### src/rtl/bcd_pkg.sv
// bcd_pkg: shared decade constants and the nibble clamp used on parallel load.
package bcd_pkg;
    localparam int DIGIT_W = 4;
    localparam logic [3:0] DIGIT_MAX = 4'd9;
    localparam logic [3:0] DIGIT_MIN = 4'd0;
    function automatic logic [3:0] clamp_digit(input logic [3:0] d);
        return (d > DIGIT_MAX) ? DIGIT_MAX : d;
    endfunction
endpackage

### src/rtl/bcd_decade.sv
// bcd_decade: one BCD digit with clear > load > step priority and limit flags.
module bcd_decade
    import bcd_pkg::*;
(
    input  logic         i_clk,
    input  logic         i_rst_n,
    input  logic         i_step,
    input  logic         i_up,
    input  logic         i_clr,
    input  logic         i_ld,
    input  logic [3:0]   i_din,
    output logic [3:0]   o_q,
    output logic         o_at_max,
    output logic         o_at_min
);
    logic [3:0] r_q;
    always_ff @(posedge i_clk or negedge i_rst_n) begin
        if (!i_rst_n)
            r_q <= DIGIT_MIN;
        else if (i_clr)
            r_q <= DIGIT_MIN;
        else if (i_ld)
            r_q <= clamp_digit(i_din);
        else if (i_step)
            r_q <= i_up ? (o_at_max ? DIGIT_MIN : r_q + 4'd1)
                        : (o_at_min ? DIGIT_MAX : r_q - 4'd1);
    end
    assign o_q      = r_q;
    assign o_at_max = (r_q == DIGIT_MAX);
    assign o_at_min = (r_q == DIGIT_MIN);
endmodule

### src/rtl/bcd_counter_ndigit.sv
// bcd_counter_ndigit: cascadable multi-decade up/down BCD counter with load,
// clear, wrap/saturate, terminal count and sticky overflow.
module bcd_counter_ndigit
    import bcd_pkg::*;
#(
    parameter int DIGITS = 4,
    parameter bit WRAP   = 1'b1
) (
    input  logic                    i_clk,
    input  logic                    i_rst_n,
    input  logic                    i_en,
    input  logic                    i_up,
    input  logic                    i_clr,
    input  logic                    i_load,
    input  logic [DIGIT_W*DIGITS-1:0] i_din,
    output logic [DIGIT_W*DIGITS-1:0] o_q,
    output logic                    o_tc,
    output logic                    o_ovf,
    output logic                    o_load_err
);
    logic [DIGITS:0]   w_maxc;
    logic [DIGITS:0]   w_minc;
    logic [DIGITS-1:0] w_max;
    logic [DIGITS-1:0] w_min;
    logic [DIGITS-1:0] w_step;
    logic [DIGITS-1:0] w_bad;
    logic              w_limit;
    logic              w_go;
    logic              r_ovf;
    logic              r_load_err;

    // w_maxc[k]/w_minc[k]: every decade below k sits at 9 / at 0
    assign w_maxc[0] = 1'b1;
    assign w_minc[0] = 1'b1;
    assign w_limit   = i_up ? w_maxc[DIGITS] : w_minc[DIGITS];
    assign w_go      = i_en & (WRAP | ~w_limit);

    genvar k;
    generate
        for (k = 0; k < DIGITS; k++) begin : g_dec
            assign w_maxc[k+1] = w_maxc[k] & w_max[k];
            assign w_minc[k+1] = w_minc[k] & w_min[k];
            assign w_step[k]   = w_go & (i_up ? w_maxc[k] : w_minc[k]);
            assign w_bad[k]    = i_din[DIGIT_W*k +: DIGIT_W] > DIGIT_MAX;
            bcd_decade u_dec (
                .i_clk    (i_clk),
                .i_rst_n  (i_rst_n),
                .i_step   (w_step[k]),
                .i_up     (i_up),
                .i_clr    (i_clr),
                .i_ld     (i_load),
                .i_din    (i_din[DIGIT_W*k +: DIGIT_W]),
                .o_q      (o_q[DIGIT_W*k +: DIGIT_W]),
                .o_at_max (w_max[k]),
                .o_at_min (w_min[k])
            );
        end
    endgenerate

    always_ff @(posedge i_clk or negedge i_rst_n) begin
        if (!i_rst_n) begin
            r_ovf      <= 1'b0;
            r_load_err <= 1'b0;
        end else begin
            r_load_err <= ~i_clr & i_load & (|w_bad);
            if (i_clr | i_load)
                r_ovf <= 1'b0;
            else if (i_en & w_limit)
                r_ovf <= 1'b1;
        end
    end

    assign o_tc       = i_en & w_limit;
    assign o_ovf      = r_ovf;
    assign o_load_err = r_load_err;
endmodule

### config.mk
export PLATFORM = sky130hd
export DESIGN_NAME = bcd_counter_ndigit
export DESIGN_NICKNAME = d
export VERILOG_FILES = /design/src/rtl/bcd_pkg.sv /design/src/rtl/bcd_decade.sv /design/src/rtl/bcd_counter_ndigit.sv
export SDC_FILE = /design/constraint.sdc
export NUM_CORES = 1
export LEC_CHECK = 0
export CAP_MARGIN = 20
export CELL_PAD_IN_SITES_DETAIL_PLACEMENT = 1
export CELL_PAD_IN_SITES_GLOBAL_PLACEMENT = 2
export CORE_UTILIZATION = 29
export CTS_CLUSTER_SIZE = 30
export DETAILED_ROUTE_END_ITERATION = 10
export PLACE_DENSITY = 0.84
export SKIP_CTS_REPAIR_TIMING = 1
export SKIP_LAST_GASP = 1
export SYNTH_ARGS = -nofsm -noshare
export SYNTH_HDL_FRONTEND = slang
export SYNTH_SLANG_ARGS = --single-unit
### constraint.sdc
create_clock -name i_clk -period 2.3 [get_ports i_clk]
set_input_delay 0.46 -clock i_clk [delete_from_list [all_inputs] [get_ports i_clk]]
set_output_delay 0.46 -clock i_clk [all_outputs]
set_load 0.1 [all_outputs]
# == Word-level counts from Yosys, hierarchy flattened ==
# Index checks and enable logic that the tools add are counted.
# totals
regBits,18
in_bits,22
out_inout_bits,19
wordCells,80
# op_classes
add_sub_neg,8
magnitude_cmp,4
n_eq_ne,4
muxes,34
n_bitwise,14
reduce_logical,10
# op_table
cell,n
$mux 4,28
$add 4x1->4 const B,4
$eq 4x4->1 const B,4
$gt 4x4->1 const B,4
$logic_not 4->1,4
$sub 4x1->4 const B,4
$and 1x1->1,12
$reduce_bool 3->1,4
$mux 1,6
$reduce_or 4->1,1
$reduce_bool 2->1,1
$not 1->1,1
$or 1x1->1,1

# == Longest topological paths before layout ==
# logic_depth
ltp_word,8
depth_mapped,7
depth_no_buf,7

# == By module ==
# Synthesis repeated with hierarchy kept, for this count alone.
# hier_totals
hier_cells,255
area_unflattened_um2,2075.7
# modules_own_cells
module,instances,cells_each,area_each_um2,seq_area_each_um2
bcd_decade,4,58,473.0,100.1
bcd_counter_ndigit,1,23,183.9,50.0

# == Worst setup path before layout ==
# Ideal clock, no wire load.
# synth_timing
path_type,flip-flop to output port
start,reg g_dec[0].u_dec.r_q[0]
end,out o_tc
t_arrival_ns,3.233
required_time_ns,1.840
path_slack_ns,-1.393
stages_incl_launch_ff,7
n_path_buf,0
cell_sequence,dfrtp_1 > inv_1 > ha_1 > nor4b_4 > a21oi_2 > or3_1 > nor3_2
# synth_between
elab_chain_len,6
word_cells_on_any_way,10
cone_classes,eq/ne (1); mux (1); bitwise (7); reduce/logical (1)
# synth_lines
item,line,text
start: declaration,bcd_decade.sv:16,logic [3:0] r_q;
start signal: assignment,bcd_decade.sv:23,r_q <= clamp_digit(i_din);
start signal: assignment,bcd_decade.sv:25,r_q <= i_up ? (o_at_max ? DIGIT_MIN : r_q + 4'd1)
$eq 4x4->1 / $logic_not 4->1 (equally long branches),"bcd_decade.sv:29, bcd_decade.sv:30",
"$and 1x1->1, on equally long branches (3 in series)","bcd_counter_ndigit.sv:41, bcd_counter_ndigit.sv:42",
$mux 1 *,bcd_counter_ndigit.sv:35,assign w_limit = i_up ? w_maxc[DIGITS] : w_minc[DIGITS];
$and 1x1->1 *,bcd_counter_ndigit.sv:73,assign o_tc = i_en & w_limit;
end: declaration,bcd_counter_ndigit.sv:17,"output logic o_tc,"
# Every way passes the cells marked *; elsewhere a longest branch is shown, timed or not.

# == Worst setup path after layout ==
# layout_timing
start,reg g_dec[2].u_dec.r_q[0]
end,out o_tc
# layout_between
elab_chain_len,5
word_cells_on_any_way,8
cone_classes,eq/ne (1); mux (1); bitwise (5); reduce/logical (1)
# layout_lines
item,line
start: declaration,bcd_decade.sv:16
start signal: assignment,bcd_decade.sv:23
start signal: assignment,bcd_decade.sv:25
$eq 4x4->1 / $logic_not 4->1 (equally long branches),"bcd_decade.sv:29, bcd_decade.sv:30"
"$and 1x1->1, on equally long branches (2 in series)","bcd_counter_ndigit.sv:41, bcd_counter_ndigit.sv:42"
$mux 1 *,bcd_counter_ndigit.sv:35
$and 1x1->1 *,bcd_counter_ndigit.sv:73
# Marks and branches as above.

==> insert_results.sql <==
INSERT INTO impl_metrics (metric_group, metric, value, unit) VALUES
('detailed_routing', 'avgRoutedWirePerCell', '16.37', 'um'),
('global_route', 'grt_max_degree', '19', ''),
('timing', 'finalSetupTns', '-0.2795', 'ns'),
('global_route', 'grt_pass1_wl', '9.646', 'mm'),
('setup_path', 'crit_path_cell_trace', 'inv_2 -> ha_4 -> nand2b_4 -> o31a_1 -> or3_4 -> nor3_4 -> buf_12', ''),
('placement', 'dp_hpwl', '4.638', 'mm'),
('synthesis', 'async_reset_ff_share', '100.0', '%'),
('finish', 'multi_input_area', '0.001321', 'mm^2'),
('global_route', 'antenna_violations_before_repair', '0', ''),
('timing', 'max_slew_margin', '56.34', '%'),
('setup_path', 'maximum_cell_stage_delay_along_the_critical_path', '0.50', 'ns'),
('global_route', 'overflow', '0', ''),
('worst_hold_path', 'worst_hold_path_ep', 'o_ovf', ''),
('setup_path', 'reg2reg_depth', '7', ''),
('worst_hold_path', 'hold_path_depth', '1', ''),
('pwr', 'worst_ir_drop_vdd', '302.5', 'uV'),
('timing', 'layout_setup_ws', '-0.2795', 'ns'),
('global_route', 'grt_pass1_vias', '1898', ''),
('detailed_routing', 'drtAntennaViolNets', '0', ''),
('timing', 'clock_skew', '0.008967', 'ns'),
('flow_run', 'max-cap-violations', '0', ''),
('setup_path', 'required', '1.84', 'ns'),
('setup_path', 'crit-reg2reg-launch', 'g_dec[1].u_dec.o_q[0]', ''),
('clocking', 'worst_setup_hold_path_clk_slew', '0.08', 'ns'),
('clocking', 'cts.path.max_buffers', '2', ''),
('setup_path', 'end_kind', 'primary output', ''),
('die', 'start_util', '30.50', '%'),
('finish', 'num-fill-cells', '734', ''),
('clocking', 'cts-htree-levels', '1', ''),
('synthesis', 'synth.largest_area_cell', 'sky130_fd_sc_hd__dfrtp_1', ''),
('setup_path', 'critical_path_cell_count', '7', ''),
('die', 'core_area', '0.006026', 'mm^2'),
('synthesis', 'yosys_register_bits', '18', ''),
('status', 'failed_checks', 'negative setup slack', ''),
('finish', 'drive_above_1_share', '31.96', '%'),
('detailed_routing', 'vias', '1919', ''),
('pwr', 'power.switching', '675.9', 'uW'),
('finish', 'area.sequential', '489.2', 'um^2'),
('synthesis', 'post_synth_inst_count', '227', ''),
('synthesis', 'netlist_top_cells_area', 'sky130_fd_sc_hd__dfrtp_1, sky130_fd_sc_hd__ha_1, sky130_fd_sc_hd__o21ai_0', ''),
('timing', 'timing.fmax', '387.7', 'MHz'),
('die', 'die_w', '81.61', 'um'),
('die', 'core.rowCount', '28', ''),
('die', 'io_pins', '41', ''),
('timing', 'setup_viol', '1', ''),
('timing', 'period_share', '112.2', '%'),
('finish', 'antenna-diode-count', '0', ''),
('synthesis', 'number_of_enable_flip_flop_cells_after_synthesis', '0', ''),
('clocking', 'cts-buffers-inserted', '3', ''),
('synthesis', 'synth_seq_area_share', '24.51', '%'),
('pwr', 'clock_group_share_of_total_power', '19.0', '%'),
('timing', 'grt_setup_unrepaired', 'yes', ''),
('setup_path', 'timing.critical_path.slowest_stage_cell', 'sky130_fd_sc_hd__dfrtp_4', ''),
('pwr', 'switching_share', '45.43', '%'),
('detailed_routing', 'initialDrtViolationCount', '109', ''),
('placement', 'gp_congestion', '0.8355', ''),
('worst_hold_path', 'timing.hold.worst.start', 'o_ovf', ''),
('synthesis', 'synthesis.yosys.warnings', '0', ''),
('clocking', 'clock_tree_from_tritoncts', 'yes', ''),
('status', 'run_status', 'finished, violations left', ''),
('synthesis', 'yosysUniqueCellTypes', '52', ''),
('detailed_routing', 'drc_errors', '0', ''),
('timing', 'timing_hold_violations_final', '0', ''),
('synthesis', 'syn-mean-instance-area', '8.097', 'um^2'),
('clocking', 'clkSinkCount', '18', ''),
('global_route', 'global_route.usage.total', '19.16', '%'),
('clocking', 'clk-insertion-delay-late', '0.27', 'ns'),
('finish', 'fin_util', '44.08', '%'),
('timing', 'final_max_slew_viol_count', '0', ''),
('finish', 'area_growth', '44.52', '%'),
('timing', 'min_period', '2.579', 'ns');
## synth_stat cells (all sizes together) (2+ instances only)
| cell | number |
|---|---|
| nor4b | 2 |
| a31oi | 5 |
| buf | 6 |
| o22ai | 2 |
| nand3b | 7 |
| a221oi | 3 |
| clkbuf | 8 |
| mux2i | 2 |
| nor2b | 8 |
| o21a | 3 |
| nor3b | 3 |
| nand2 | 18 |
| nand2b | 7 |
| o31ai | 3 |
| a21oi | 10 |
| o21bai | 2 |
| xnor2 | 4 |
| dfrtp | 18 |
| mux2 | 3 |
| a211oi | 12 |
| a32oi | 3 |
| o21ai | 24 |
| a22o | 5 |
| inv | 16 |
| and3 | 2 |
| nor2 | 16 |
| o31a | 3 |
| ha | 13 |
## final cells by class
| type | instances | area share, % |
|---|---|---|
| multi-input combinational | 178 | 49.74 |
| timing repair buffer | 74 | 23.46 |
| sequential | 18 | 18.42 |
| tap | 75 | 3.533 |
| inverter | 17 | 2.779 |
| clock buffer | 4 | 2.073 |
## metrics by stage
stage          total power [uW]  setup slack [ns]  instances  hold WS [ns]
6_report                   1488           -0.2795        366        0.5094
5_1_grt                    1567           -0.3367        366        0.5264
4_1_cts                    1501           -0.4037        366        0.5145
3_5_place_dp               1214           -0.3775        362        0.4944
3_3_place_gp               1204           -0.3605        362        0.4756
2_1_floorplan             962.7           -0.5008        227        0.1644
## how the worst max path moves through the flow
| stage | start | end |
|---|---|---|
| floorplan | g_dec[2].u_dec.o_q[1] | o_tc |
| global placement | i_up | o_tc |
| detailed placement | i_up | o_tc |
| CTS | i_up | o_tc |
| global route | g_dec[2].u_dec.o_q[1] | o_tc |
| finish | g_dec[2].u_dec.o_q[0] | o_tc |
## cell families after synthesis
logic type	count (synthesis)	synth area share, %
flip-flops	18	24.51
adder cells (fa/ha/maj)	13	8.850
AND/OR/NAND/NOR	71	22.40
buffers and inverters	31	7.897
AO/OA/AOI/OAI	85	31.52
multiplexers	5	2.927
XOR/XNOR	4	1.906
## placed cells by master (no fill, tap or decap), types with 5 or more instances in the layout
cell and count:
sky130_fd_sc_hd__nor2b_1 8, sky130_fd_sc_hd__o21ai_0 23, sky130_fd_sc_hd__nand2_1 18, sky130_fd_sc_hd__nand2b_1 6, sky130_fd_sc_hd__a22o_1 5, sky130_fd_sc_hd__inv_1 10
sky130_fd_sc_hd__a21oi_1 9, sky130_fd_sc_hd__dfrtp_2 7, sky130_fd_sc_hd__a31oi_1 5, sky130_fd_sc_hd__dfrtp_4 8, sky130_fd_sc_hd__clkdlybuf4s50_1 20, sky130_fd_sc_hd__a211oi_1 12
sky130_fd_sc_hd__nand3b_1 7, sky130_fd_sc_hd__buf_4 52, sky130_fd_sc_hd__ha_1 9, sky130_fd_sc_hd__nor2_1 16
## power groups by stage
stage | Sequential [uW] | Clock, uW | Combinational, uW
final | 415 | 283 | 790
after global routing | 420 | 295 | 851
after CTS | 415 | 289 | 797
after detailed placement | 421 | 0 | 792
after global placement | 420 | 0 | 784
after floorplan | 627 | 0 | 336
## per-layer routing
| layer | vias to the layer above | wire, um | GRT usage [%] |
|---|---|---|---|
| met1 | 916 | 2859 | 26.06 |
| li1 | 960 | - | - |
| met3 | 7 | 173 | 1.444 |
| met2 | 36 | 2889 | 32.67 |
| met5 | - | 0 | 0 |
| met4 | 0 | 68 | 4.737 |
## registers in the layout, summed over array words and instances (netlist names)
| signal | flops |
|---|---|
| g_dec.u_dec.o_q | 16 |
| o_load_err | 1 |
| o_ovf | 1 |
(Power assumes the default switching activity.)
